$ cat config.mk
export PLATFORM = sky130hd
export DESIGN_NAME = pll_reset_sequencer
export DESIGN_NICKNAME = d
export VERILOG_FILES = /design/src/rtl/pll_reset_sequencer_pkg.sv /design/src/rtl/pll_reset_sequencer_sync_ff.sv /design/src/rtl/pll_reset_sequencer.sv
export SDC_FILE = /design/constraint.sdc
export NUM_CORES = 1
export LEC_CHECK = 0
export ABC_AREA = 1
export BUFFER_PORTS_ARGS = -buffer_cell sky130_fd_sc_hd__buf_2
export CORE_UTILIZATION = 55
export CTS_CLUSTER_SIZE = 16
export DETAILED_ROUTE_END_ITERATION = 10
export GPL_TIMING_DRIVEN = 0
export MAX_ROUTING_LAYER = met4
export PLACE_DENSITY_LB_ADDON = 0.25
export SLEW_MARGIN = 20
export SYNTH_ARGS = -nofsm -noshare
export SYNTH_HDL_FRONTEND = slang
export SYNTH_SLANG_ARGS = --single-unit
$ cat constraint.sdc
create_clock -name clock -period 5 [get_ports clock]
set_clock_uncertainty 0.15 [all_clocks]
set_input_delay 0.75 -clock clock [delete_from_list [all_inputs] [get_ports clock]]
set_output_delay 0.75 -clock clock [all_outputs]
set_load 0.01 [all_outputs]
$ cat src/rtl/pll_reset_sequencer_pkg.sv
// Shared types and helpers for the PLL reset sequencer.
// Contents:
//   state_e  - sequencer FSM state encoding
//   max_u    - unsigned max, used to size the qualification counter
package pll_reset_sequencer_pkg;

  typedef enum logic [1:0] {
    WAIT_LOCK = 2'd0,
    STABLE    = 2'd1,
    HOLD      = 2'd2,
    RUN       = 2'd3
  } state_e;

  function automatic int unsigned max_u(input int unsigned a, input int unsigned b);
    return (a > b) ? a : b;
  endfunction

endpackage

$ cat src/rtl/pll_reset_sequencer_sync_ff.sv
// N-stage synchroniser for a single asynchronous input bit.
// Ports:
//   clock  in   destination-domain clock
//   reset  in   synchronous, active-high; clears every stage
//   d      in   asynchronous input
//   q      out  d delayed through N flops
module pll_reset_sequencer_sync_ff #(
  parameter int unsigned N = 2
) (
  input  logic clock,
  input  logic reset,
  input  logic d,
  output logic q
);

  logic [N-1:0] sync_q;
  logic [N-1:0] sync_d;

  // Shift in at bit 0; the oldest sample leaves from the top.
  always_comb begin
    sync_d = {sync_q[N-2:0], d};
  end

  always_ff @(posedge clock) begin
    if (reset) begin
      sync_q <= '0;
    end else begin
      sync_q <= sync_d;
    end
  end

  assign q = sync_q[N-1];

endmodule

$ cat src/rtl/pll_reset_sequencer.sv
// Holds the system in reset until the PLL lock has been stable for a
// qualification period plus a hold period, then releases it. Any loss of
// lock while running re-asserts reset and is recorded for debug.
// Ports:
//   clock       in   PLL output clock; sole clock of the block
//   reset       in   synchronous, active-high
//   locked      in   raw PLL lock, asynchronous to clock
//   clear_lost  in   1-cycle pulse; clears lock_lost and lost_count
//   sys_reset   out  system reset, active-high, registered
//   ready       out  high only in RUN, registered, always ~sys_reset
//   lock_lost   out  sticky flag: lock dropped while in RUN
//   lost_count  out  saturating count of RUN loss events
module pll_reset_sequencer
  import pll_reset_sequencer_pkg::*;
#(
  parameter int unsigned SYNC_STAGES        = 2,
  parameter int unsigned LOCK_STABLE_CYCLES = 1024,
  parameter int unsigned RESET_HOLD_CYCLES  = 16,
  parameter int unsigned COUNT_WIDTH        = 8
) (
  input  logic                   clock,
  input  logic                   reset,
  input  logic                   locked,
  input  logic                   clear_lost,
  output logic                   sys_reset,
  output logic                   ready,
  output logic                   lock_lost,
  output logic [COUNT_WIDTH-1:0] lost_count
);

  localparam int unsigned CNT_MAX = max_u(LOCK_STABLE_CYCLES, RESET_HOLD_CYCLES);
  localparam int unsigned CNT_W   = $clog2(CNT_MAX + 1);

  localparam logic [CNT_W-1:0] STABLE_LAST = CNT_W'(LOCK_STABLE_CYCLES - 1);
  localparam logic [CNT_W-1:0] HOLD_LAST   = CNT_W'(RESET_HOLD_CYCLES - 1);

  logic locked_s;

  state_e                 state_q, state_d;
  logic [CNT_W-1:0]       cnt_q, cnt_d;
  logic                   sys_reset_q, sys_reset_d;
  logic                   ready_q, ready_d;
  logic                   lock_lost_q, lock_lost_d;
  logic [COUNT_WIDTH-1:0] lost_count_q, lost_count_d;
  logic                   loss_event;

  // Bring the raw lock indication into the clock domain.
  pll_reset_sequencer_sync_ff #(
    .N (SYNC_STAGES)
  ) u_lock_sync (
    .clock (clock),
    .reset (reset),
    .d     (locked),
    .q     (locked_s)
  );

  // Next-state, counter and output computation.
  always_comb begin
    state_d      = state_q;
    cnt_d        = cnt_q;
    loss_event   = 1'b0;
    lock_lost_d  = lock_lost_q;
    lost_count_d = lost_count_q;

    unique case (state_q)
      WAIT_LOCK: begin
        if (locked_s) state_d = STABLE;
      end
      STABLE: begin
        if (!locked_s)                state_d = WAIT_LOCK;
        else if (cnt_q == STABLE_LAST) state_d = HOLD;
        else                          cnt_d   = cnt_q + CNT_W'(1);
      end
      HOLD: begin
        if (!locked_s)              state_d = WAIT_LOCK;
        else if (cnt_q == HOLD_LAST) state_d = RUN;
        else                        cnt_d   = cnt_q + CNT_W'(1);
      end
      RUN: begin
        if (!locked_s) begin
          state_d    = WAIT_LOCK;
          loss_event = 1'b1;
        end
      end
      default: state_d = WAIT_LOCK;
    endcase

    // Every phase measures its own duration from zero.
    if (state_d != state_q) cnt_d = '0;

    // Outputs track the state being entered so they switch on the same edge.
    sys_reset_d = (state_d != RUN);
    ready_d     = (state_d == RUN);

    // A loss on the same edge as a clear must still be recorded.
    if (loss_event) begin
      lock_lost_d = 1'b1;
      if (clear_lost)          lost_count_d = COUNT_WIDTH'(1);
      else if (&lost_count_q)  lost_count_d = lost_count_q;
      else                     lost_count_d = lost_count_q + COUNT_WIDTH'(1);
    end else if (clear_lost) begin
      lock_lost_d  = 1'b0;
      lost_count_d = '0;
    end
  end

  // State and output registers.
  always_ff @(posedge clock) begin
    if (reset) begin
      state_q      <= WAIT_LOCK;
      cnt_q        <= '0;
      sys_reset_q  <= 1'b1;
      ready_q      <= 1'b0;
      lock_lost_q  <= 1'b0;
      lost_count_q <= '0;
    end else begin
      state_q      <= state_d;
      cnt_q        <= cnt_d;
      sys_reset_q  <= sys_reset_d;
      ready_q      <= ready_d;
      lock_lost_q  <= lock_lost_d;
      lost_count_q <= lost_count_d;
    end
  end

  assign sys_reset  = sys_reset_q;
  assign ready      = ready_q;
  assign lock_lost  = lock_lost_q;
  assign lost_count = lost_count_q;

endmodule

==> flow_metrics.tcl <==
set metrics [dict create \
    status "finished, final reports clean" \
    fin_nets 246 \
    drv_slew 0 \
    dieArea_sq_um 2950 \
    synth.top_cell.area_share_pct 34.5 \
    die_w_microns 54.4 \
    drtIter0Drc 30 \
    dr_wl_met3_microns 99 \
    ys_async_sr_fraction_pct 0 \
    clk_pin_slew_ps 160 \
    worst-path-max-fanout 10 \
    fin_crit_sh_pct 38.4 \
    multi_input_area_sq_um 808 \
    gp_congestion 0.817 \
    ctsHtreeMaxLevel 1 \
    n_antenna_cell 0 \
    seq_area_sq_um 520 \
    finalSetupTns_ps 0 \
    drive_gt1_share_pct 19.7 \
    cp-startpoint "cnt_q[0]" \
    drv_cap 0 \
    worstSetupStartpointType "register" \
    routed_via_density 4.93 \
    finalSetupViolations 0 \
    dp.cells 265 \
    postSynthAreaPerCell_sq_um 6.79 \
    core_sq_um 2520 \
    min_from "u_lock_sync.sync_q[0]" \
    grt_pass1_wl_microns 4680 \
    fmax_mhz 521 \
    crit_type "register to register" \
    synth_warnings 0 \
    synth.largest_area_cell "dfxtp_1" \
    syn_area_sq_um 1510 \
    tightest_slew_ps 499 \
    wl_met2_microns 1170 \
    worst_skew_pair.late_latency_ps 320 \
    dpl.hpwl_microns 2000 \
    wire_per_inst_microns 10.2 \
    powerDensity_nw_per_um2 223 \
    crit_arrival_ps 2000 \
    cts_setup_buffers 0 \
    hp-class "register to register" \
    r2r-start "cnt_q[0]" \
    yosys-top-cells-count "nand2_1, inv_1, dfxtp_1" \
    fin_crit_ps 1920 \
    clockBufferDepth 2 \
    clockRootBuffer "clkbuf_4" \
    drtPass1Iterations 4 \
    p_leak_nw 0.733 \
    finalHoldViolCount 0 \
    endpoint_kind "register" \
    grt_util_all_layers_pct 21.7 \
    synth-seq-cells 26 \
    die_h_microns 54.4 \
    synth-seq-area-share_pct 34.5 \
    port_buffers 13 \
    cts_resized 0 \
    drt-total-wl_microns 2740 \
    ys.flop_type "dfxtp_1" \
    grt_overflow 0 \
    rows 18 \
    fin_util_pct 65.9 \
    relSlewSlack_pct 66.6 \
    instances_no_fill 269 \
    ctsHoldBuffers 0 \
    rsz0062_at_grt "no" \
    ant_nets 0 \
    synth.area.top_cells "dfxtp_1, nand2_1, inv_1" \
    synth_edf_count 0 \
    via_count 1326 \
    antenna_found_initial 0 \
    start_util_pct 59.8 \
    area_growth_pct 10.3 \
    ioPinCount 15 \
    grt_pass1_vias 1095 \
    grt_max_degree 16 \
    required_ps 5080 \
    peakVddDrop_uv 148 \
    numCtsBuffers 3 \
    drc 0 \
    cts_tree "done" \
    synth_fp_nets 228 \
    synth_most_common_cell "nand2_1" \
    wl_met1_microns 1450 \
    fillers 259 \
    clock-sinks 26 \
    syn_inst 222 \
    synth.distinct_cells 31 \
    power_mw 0.371 \
    highest_layer "met4" \
]
placed cells by master, fill, tap and decap left out, drive strengths merged:
master | Yosys | layout
clkinv | 1 | 1
inv | 33 | 33
o21ai | 4 | 4
o31ai | 1 | 1
nor3 | 7 | 7
nand4 | 2 | 2
xnor2 | 1 | 1
o21bai | 1 | 1
bufinv | 0 | 1
nand3b | 3 | 3
o211ai | 1 | 1
a21boi | 1 | 1
dfxtp | 26 | 26
nand2 | 60 | 60
clkbuf | 1 | 4
nand3 | 24 | 24
xor2 | 7 | 7
ha | 2 | 2
nor2 | 36 | 36
a21oi | 5 | 5
and2 | 1 | 1
buf | 5 | 18
path summary, 6_finish.rpt:
| check | end | slack, ps | depth (start not counted) |
|---|---|---|---|
| worst max-delay path | cnt_q[6] | 3080 | 11 |
| worst min-delay path | u_lock_sync.sync_q[1] | 270 | 2 |
| worst max register to register | cnt_q[6] | 3080 | 11 |
| worst min register to register | u_lock_sync.sync_q[1] | 270 | 2 |
flip-flops by register name, summed over array words and instances, names as in the netlist:
signal,count
cnt_q,11
lost_count,8
state_q,2
u_lock_sync.sync_q,2
lock_lost,1
ready,1
sys_reset,1
report_power, final:
group | total [mW] | switching, mW | internal (mW)
combinational | 0.0157 | 0.0106 | 0.00515
sequential | 0.209 | 0.000534 | 0.208
clock | 0.146 | 0.0652 | 0.0810
worst max-delay path: stages (launching register included):
cell     delay, ps
dfxtp_1        450
ha_1           290
nand2_2         90
nor2_4         160
nand3_2        130
nand4_2        140
nand2_2         80
buf_6          140
nand2_1         60
nand2_1         40
inv_1           60
nor2_2          40
per-layer routing:
layer | up-vias | global-route usage [%]
met1 | 578 | 30.8
met4 | 0 | 5.13
met2 | 20 | 32.5
li1 | 726 | -
met5 | - | -
met3 | 2 | 2.50
through the flow:
stage          area (sq um)  hold WS, ps  setup WS, ps
6_report               1660          275          3080
5_1_grt                1660          326          2880
4_1_cts                1660          275          3060
3_5_place_dp           1610          254          3120
3_3_place_gp           1610          250          3090
2_1_floorplan          1510          238          3300
layout make-up:
type | count | area share [%]
well taps | 30 | 2.26
plain buffers | 6 | 3.01
clock buffers | 3 | 1.35
flip-flops and latches | 26 | 31.3
repair buffers | 13 | 3.91
inverters | 34 | 7.75
multi-input cells | 156 | 48.6
clock inverters | 1 | 1.81
cells by family (layout without fill, tap and decap cells):
group / after synthesis / in the layout / synth area share, %
AO/OA/AOI/OAI: 13 / 13 / 4.98
XOR/XNOR: 8 / 8 / 4.65
AND/OR/NAND/NOR: 133 / 133 / 42.3
flip-flops: 26 / 26 / 34.5
adder cells (fa/ha/maj): 2 / 2 / 1.66
buffers and inverters: 40 / 57 / 11.9
No activity file was read; power rests on OpenSTA's default activity.
